--- config.mk ---
export PLATFORM = sky130hd
export DESIGN_NAME = mb_tx_lane_serializer
export DESIGN_NICKNAME = d
export VERILOG_FILES = /design/src/rtl/mb_tx_pkg.sv /design/src/rtl/mb_tx_flit_fifo.sv /design/src/rtl/mb_tx_lane_serializer.sv
export SDC_FILE = /design/constraint.sdc
export NUM_CORES = 2
export LEC_CHECK = 0
export ABC_AREA = 1
export BUFFER_PORTS_ARGS = -buffer_cell sky130_fd_sc_hd__clkbuf_2
export CORE_ASPECT_RATIO = 0.9
export CORE_MARGIN = 2
export CORE_UTILIZATION = 40
export CTS_BUF_LIST = sky130_fd_sc_hd__clkbuf_16
export CTS_CLUSTER_SIZE = 25
export DETAILED_ROUTE_END_ITERATION = 16
export PLACE_DENSITY_LB_ADDON = 0.2
export RECOVER_POWER = 25
export SLEW_MARGIN = 25
export SYNTH_ARGS = -nofsm -noshare
export SYNTH_HDL_FRONTEND = slang
export SYNTH_HIERARCHICAL = 1
export SYNTH_SLANG_ARGS = --single-unit
--- constraint.sdc ---
create_clock -name clk -period 44.1 [get_ports clk]
set_input_delay 8.82 -clock clk [delete_from_list [all_inputs] [get_ports clk]]
set_output_delay 8.82 -clock clk [all_outputs]
set_load 0.1 [all_outputs]
--- src/rtl/mb_tx_pkg.sv ---
// Shared types and constants for the mainband transmit lane serializer.
// The byte-index helper is the single definition of the lane-to-byte mapping.
package mb_tx_pkg;

  typedef enum logic {
    IDLE = 1'b0,
    SEND = 1'b1
  } state_e;

  localparam int UI_PER_BYTE   = 8;
  localparam int VALID_HIGH_UI = 4;

  // Byte carried by a lane in a chunk; reversal mirrors lanes within the chunk.
  function automatic int byte_index(input int chunk, input int lane,
                                    input logic rev, input int lanes);
    return chunk * lanes + (rev ? (lanes - 1 - lane) : lane);
  endfunction

endpackage

--- src/rtl/mb_tx_flit_fifo.sv ---
// DEPTH-entry flit FIFO with per-entry lane-reversal flag.
// The head entry is read combinationally, so a pushed flit is visible the next cycle.
module mb_tx_flit_fifo
  import mb_tx_pkg::*;
#(
  parameter int FLIT_BYTES = 64,
  parameter int DEPTH      = 4
) (
  input  logic                                     clk,
  input  logic                                     i_reset,
  input  logic                                     i_flush,
  input  logic                                     i_push,
  input  logic                                     i_pop,
  input  logic [FLIT_BYTES-1:0][UI_PER_BYTE-1:0]   i_wr_data,
  input  logic                                     i_wr_rev,
  output logic [FLIT_BYTES-1:0][UI_PER_BYTE-1:0]   o_head_data,
  output logic                                     o_head_rev,
  output logic [$clog2(DEPTH):0]                   o_count
);

  localparam int PTR_W = $clog2(DEPTH);
  localparam int CNT_W = PTR_W + 1;

  logic [FLIT_BYTES-1:0][UI_PER_BYTE-1:0] r_data_mem [DEPTH];
  logic                                   r_rev_mem  [DEPTH];
  logic [PTR_W-1:0]                       r_wr_ptr;
  logic [PTR_W-1:0]                       r_rd_ptr;
  logic [CNT_W-1:0]                       r_count;
  logic                                   w_clear;

  assign w_clear = i_reset | i_flush;

  // NOTE: storage has no reset; validity is tracked by the count and pointers,
  // so clearing the array would only add reset fan-out to every flop.
  always_ff @(posedge clk) begin
    if (i_push && !w_clear) begin
      r_data_mem[r_wr_ptr] <= i_wr_data;
      r_rev_mem[r_wr_ptr]  <= i_wr_rev;
    end
  end

  // NOTE: sequential state uses non-blocking assignments so every flop samples
  // pre-edge values regardless of statement order.
  always_ff @(posedge clk) begin
    if (w_clear) begin
      r_wr_ptr <= '0;
      r_rd_ptr <= '0;
      r_count  <= '0;
    end else begin
      if (i_push) r_wr_ptr <= r_wr_ptr + PTR_W'(1);
      if (i_pop)  r_rd_ptr <= r_rd_ptr + PTR_W'(1);
      case ({i_push, i_pop})
        2'b10:   r_count <= r_count + CNT_W'(1);
        2'b01:   r_count <= r_count - CNT_W'(1);
        default: r_count <= r_count;
      endcase
    end
  end

  assign o_head_data = r_data_mem[r_rd_ptr];
  assign o_head_rev  = r_rev_mem[r_rd_ptr];
  assign o_count     = r_count;

endmodule

--- src/rtl/mb_tx_lane_serializer.sv ---
// Mainband transmit serializer: buffers whole flits and drives them LSB first,
// one bit per lane per clock, with a 4-high/4-low valid frame per byte.
module mb_tx_lane_serializer
  import mb_tx_pkg::*;
#(
  parameter int LANES      = 16,
  parameter int FLIT_BYTES = 64,
  parameter int DEPTH      = 4
) (
  input  logic                         clk,
  input  logic                         reset,
  input  logic                         flit_valid_i,
  output logic                         flit_ready_o,
  input  logic [FLIT_BYTES-1:0][7:0]   data_i,
  input  logic                         lane_rev_i,
  input  logic                         flush_i,
  output logic [LANES-1:0]             data_pins_o,
  output logic                         valid_pin_o,
  output logic                         busy_o,
  output logic                         flit_done_o,
  output logic [$clog2(DEPTH):0]       fifo_count_o
);

  localparam int CHUNKS  = FLIT_BYTES / LANES;
  localparam int CHUNK_W = (CHUNKS > 1) ? $clog2(CHUNKS) : 1;
  localparam int UI_W    = $clog2(UI_PER_BYTE);
  localparam int CNT_W   = $clog2(DEPTH) + 1;
  localparam int BIDX_W  = $clog2(FLIT_BYTES);

  localparam logic [CHUNK_W-1:0] LAST_CHUNK = CHUNK_W'(CHUNKS - 1);
  localparam logic [UI_W-1:0]    LAST_UI    = UI_W'(UI_PER_BYTE - 1);
  localparam logic [UI_W-1:0]    VALID_END  = UI_W'(VALID_HIGH_UI);
  localparam logic [CNT_W-1:0]   FULL       = CNT_W'(DEPTH);

  state_e                          r_state;
  state_e                          w_state_nxt;
  logic [UI_W-1:0]                 r_ui_cnt;
  logic [UI_W-1:0]                 w_ui_nxt;
  logic [CHUNK_W-1:0]              r_chunk;
  logic [CHUNK_W-1:0]              w_chunk_nxt;

  logic                            w_clear;
  logic                            w_push;
  logic                            w_last_ui;
  logic [CNT_W-1:0]                w_count;
  logic [FLIT_BYTES-1:0][7:0]      w_head_data;
  logic                            w_head_rev;
  logic [LANES-1:0]                w_lane_bit;

  assign w_clear      = reset | flush_i;
  assign flit_ready_o = !reset && !flush_i && (w_count != FULL);
  assign w_push       = flit_valid_i & flit_ready_o;
  assign w_last_ui    = (r_state == SEND) && (r_ui_cnt == LAST_UI) && (r_chunk == LAST_CHUNK);

  mb_tx_flit_fifo #(
    .FLIT_BYTES (FLIT_BYTES),
    .DEPTH      (DEPTH)
  ) u_fifo (
    .clk         (clk),
    .i_reset     (reset),
    .i_flush     (flush_i),
    .i_push      (w_push),
    .i_pop       (w_last_ui),
    .i_wr_data   (data_i),
    .i_wr_rev    (lane_rev_i),
    .o_head_data (w_head_data),
    .o_head_rev  (w_head_rev),
    .o_count     (w_count)
  );

  always_ff @(posedge clk) begin
    if (w_clear) begin
      r_state  <= IDLE;
      r_ui_cnt <= '0;
      r_chunk  <= '0;
    end else begin
      r_state  <= w_state_nxt;
      r_ui_cnt <= w_ui_nxt;
      r_chunk  <= w_chunk_nxt;
    end
  end

  // NOTE: every signal driven here is given a default first, so no path can
  // leave one unassigned and infer a latch.
  always_comb begin
    w_state_nxt = r_state;
    w_ui_nxt    = r_ui_cnt;
    w_chunk_nxt = r_chunk;
    unique case (r_state)
      IDLE: begin
        w_ui_nxt    = '0;
        w_chunk_nxt = '0;
        if (w_count != '0) w_state_nxt = SEND;
      end
      SEND: begin
        w_ui_nxt = r_ui_cnt + UI_W'(1);
        if (w_last_ui) begin
          // Head pops this edge; keep sending if anything remains, including a same-edge push.
          w_chunk_nxt = '0;
          if ((w_count == CNT_W'(1)) && !w_push) w_state_nxt = IDLE;
        end else if (r_ui_cnt == LAST_UI) begin
          w_chunk_nxt = r_chunk + CHUNK_W'(1);
        end
      end
    endcase
  end

  for (genvar l = 0; l < LANES; l++) begin : g_lane
    logic [BIDX_W-1:0] w_bidx;
    assign w_bidx        = BIDX_W'(byte_index(int'(r_chunk), l, w_head_rev, LANES));
    assign w_lane_bit[l] = w_head_data[w_bidx][r_ui_cnt];
  end

  assign busy_o       = (r_state == SEND);
  assign data_pins_o  = busy_o ? w_lane_bit : '0;
  assign valid_pin_o  = busy_o && (r_ui_cnt < VALID_END);
  assign flit_done_o  = w_last_ui && !w_clear;
  assign fifo_count_o = w_count;

endmodule
==> flow_summary.yaml <==
logic_synthesis:
  synth_top_area_share_pct: 69.6
  synth_seq_area_share_pct: 69.9
  yosys_warnings: 6
  synth_cell_types: 28
  syn-cell-area_um2: 88600
  synth_edf_count: 2052
  ys_async_sr_fraction_pct: 0
  syn_area_per_cell_um2: 12.0
  yosys-top-cells-area: "edfxtp_1 70%, o21ai_0 6.1%, nand2_1 4.8%"
  ys_ff_latch: 2067
  syn_inst: 7388
  syn_nets: 7914
  synth_most_common_cell: "edfxtp_1"
  ys_dominant_reg_cell: "edfxtp_1"
  synth_commonest_cells: "2052 x edfxtp_1, 1141 x nand2_1, 1081 x o21ai_0"
  yosys.area.top_type: "edfxtp_1"
cells_and_area:
  fill_cells: 19900
  ff_latch_area_um2: 61900
  drive_gt1_share_pct: 13.2
  fin_nets: 8197
  area_growth_pct: 11.9
  instances_no_fill: 10800
  multi_input_area_um2: 23500
run_status:
  status: "complete, no violations"
routing:
  drt-total-wl_um: 312000
  drc_errors: 0
  firstDrtPassIters: 8
  drt_iter0_markers: 7504
  via_per_inst: 5.77
  wire_per_inst_um: 29.0
  ant_nets: 0
  vias: 62200
sta:
  finalSetupViolCount: 0
  fmax_ghz: 0.0534
  fin_skew_ps: 35.3
  slew_violations: 0
  rsz0062_at_grt: "false"
  tightest_slew_ps: 1190
  holdWs_ps: 436
  fin_crit_ps: 18730
  hold_viol_final: 0
  final.period_utilization_pct: 42.5
  tns_ps: 0
  relSlewSlack_pct: 21.0
cts:
  cts_hold_buf: 0
  cts.reportedPaths.clkPinSlew_ps: 60
  cts.sinks: 2067
  clockRootBuffer: "clkbuf_16"
  cts_resized: 0
  clk_path_buf_depth: 3
  numCtsBuffers: 208
  postCtsSetupBuffers: 0
  tritoncts: "built"
  clkLatencyLatePin_ps: 880
  h-tree-depth: 4
grt:
  grt.total_usage_pct: 26.9
  grt_pass1_wl_um: 428000
  grt_pass1_vias: 54500
  grt_max_degree: 261
  grt_overflow: 0
  antenna_found_initial: 127
worst_setup_path:
  slowest_delay_ps: 480
  worstPathRequired_ps: 35280
  cp-start-kind: "input port"
  crit_top_cell: "clkbuf_2"
  critPathTopFamily: "buffers and inverters"
  cp_num_buf_inv: 3
  crit_chain: "clkbuf_2 -> nor2_1 -> inv_1 -> a21oi_1 -> clkbuf_2"
  crit_arrival_ps: 9910
  cp-end-kind: "primary output"
  r2r-end: "u_fifo/r_data_mem[3][60]"
  r2r_start: "u_fifo/o_count[1]"
  reg2regPathDepth: 10
  crit_slowest_cell: "clkbuf_2"
  worstSetupPathDepth: 5
  rrSetupSlack_ps: 38600
  worstPathMaxFanout: 4
  worstSetupPathType: "in2out"
die:
  die_area_um2: 225000
  io_pins: 540
  die_width_um: 500
  rows: 163
  core_area_um2: 220000
  die_h_um: 450
  start_util_pct: 40.3
hold_path:
  holdPathStages: 1
  min_from: "u_fifo/r_rd_ptr[1]"
  hp-class: "reg2reg"
placement:
  place.gp.congestion: 0.950
  io_buffers: 539
  dp_hpwl_um: 212000
  dp.cells: 10300
job:
  maxCapViolations: 0
power_and_ir_drop:
  powerDensity_nw_per_um2: 39.8
  leakagePower_nw: 33.5
  ir_worst_vdd_mv: 0.0335
## routing by layer
metal | vias to the layer above | GRT usage (%) | part of all wire, %
met5 | - | 0 | 0.24
met4 | 116 | 9.54 | 3.7
met3 | 548 | 7.34 | 10
met2 | 2749 | 38.7 | 43
met1 | 31200 | 38.9 | 43
li1 | 27500 | - | -
## where the power goes
group | internal (W) | total (W) | switching [W]
clock network | 0.000944 | 0.00171 | 0.000762
logic | 0.0000208 | 0.0000742 | 0.0000534
registers | 0.00217 | 0.00217 | 0.00000143
## worst max path at each step
stage                              endpoint  slack, ps  startpoint
floorplan           u_fifo/r_data_mem[0][0]      10490     flush_i
global placement               flit_ready_o      25310     flush_i
detailed placement             flit_ready_o      25370     flush_i
CTS                            flit_ready_o      25370     flush_i
global route                   flit_ready_o      25250     flush_i
finish                         flit_ready_o      25370     flush_i
## sequential cells by signal, indices dropped and copies added (netlist names), named ones only
| signal | cells |
|---|---|
| u_fifo/r_data_mem | 2048 |
| u_fifo/r_rd_ptr | 2 |
| u_fifo/r_rev_mem | 4 |
| busy_o | 1 |
| u_fifo/o_count | 3 |
| r_ui_cnt | 3 |
| r_chunk | 2 |
| u_fifo/r_wr_ptr | 2 |
## logic make-up (layout without fill, tap and decap cells)
| kind of cell | after synthesis | in the layout | share of synthesized area (%) |
|---|---|---|---|
| simple gates | 2924 | 2924 | 13.9 |
| other cells | 0 | 40 | 0 |
| fa+ha+maj | 9 | 9 | 0.136 |
| buf+inv | 591 | 1048 | 3.65 |
| flops | 2067 | 2067 | 69.9 |
| compound gates | 1797 | 1797 | 12.5 |
## worst reg2reg max path, cell delays in order, from the launching register on
cell and delay (ps):
dfxtp_1 390, nor2_1 70, a21oi_1 160, nand2_1 100, inv_1 100, nand2_1 250
nor2_4 850, buf_4 870, buf_4 780, buf_4 860, buf_4 660
## stage by stage
| stage | utilization, % | power [W] | instance area [um2] | setup WS, ps |
|---|---|---|---|---|
| 3_3_place_gp | 42.2 | 0.00228 | 92700 | 25310 |
| 2_1_floorplan | - | 0.00224 | 88600 | 10490 |
| 5_1_grt | 45.1 | 0.00406 | 99000 | 25250 |
| 3_5_place_dp | 42.2 | 0.00228 | 92700 | 25370 |
| 6_report | 45.1 | 0.00395 | 99100 | 25370 |
| 4_1_cts | 45.2 | 0.00398 | 99300 | 25370 |
## layout make-up
cell class,count,share of cell area [%]
Sequential cell,2067,62.5
Multi-Input combinational cell,4730,23.7
Timing Repair Buffer,632,3.23
Tap cell,2887,3.65
Inverter,32,0.179
Antenna cell,40,0.101
Clock inverter,175,1.38
Clock buffer,209,5.28
## placed cells by master (no fill, tap or decap), types with 14 or more instances in the layout
cell type  netlist  final
a21oi_1        141    141
edfxtp_1      2052   2052
o22ai_1        313    310
nand2_1       1141   1141
nor2_1         950    946
buf_4           55     80
bufinv_16        0     14
diode_2          0     40
clkbuf_1       243    293
clkbuf_2         0    246
o21ai_0       1081   1081
clkbuf_16        0    209
clkinv_2         0     36
nor2_2         200    200
o31ai_1         55     55
clkinv_1         3     62
nand3_1        632    632
o22ai_2        200    202
inv_1           24     67
(Power assumes the default switching activity.)
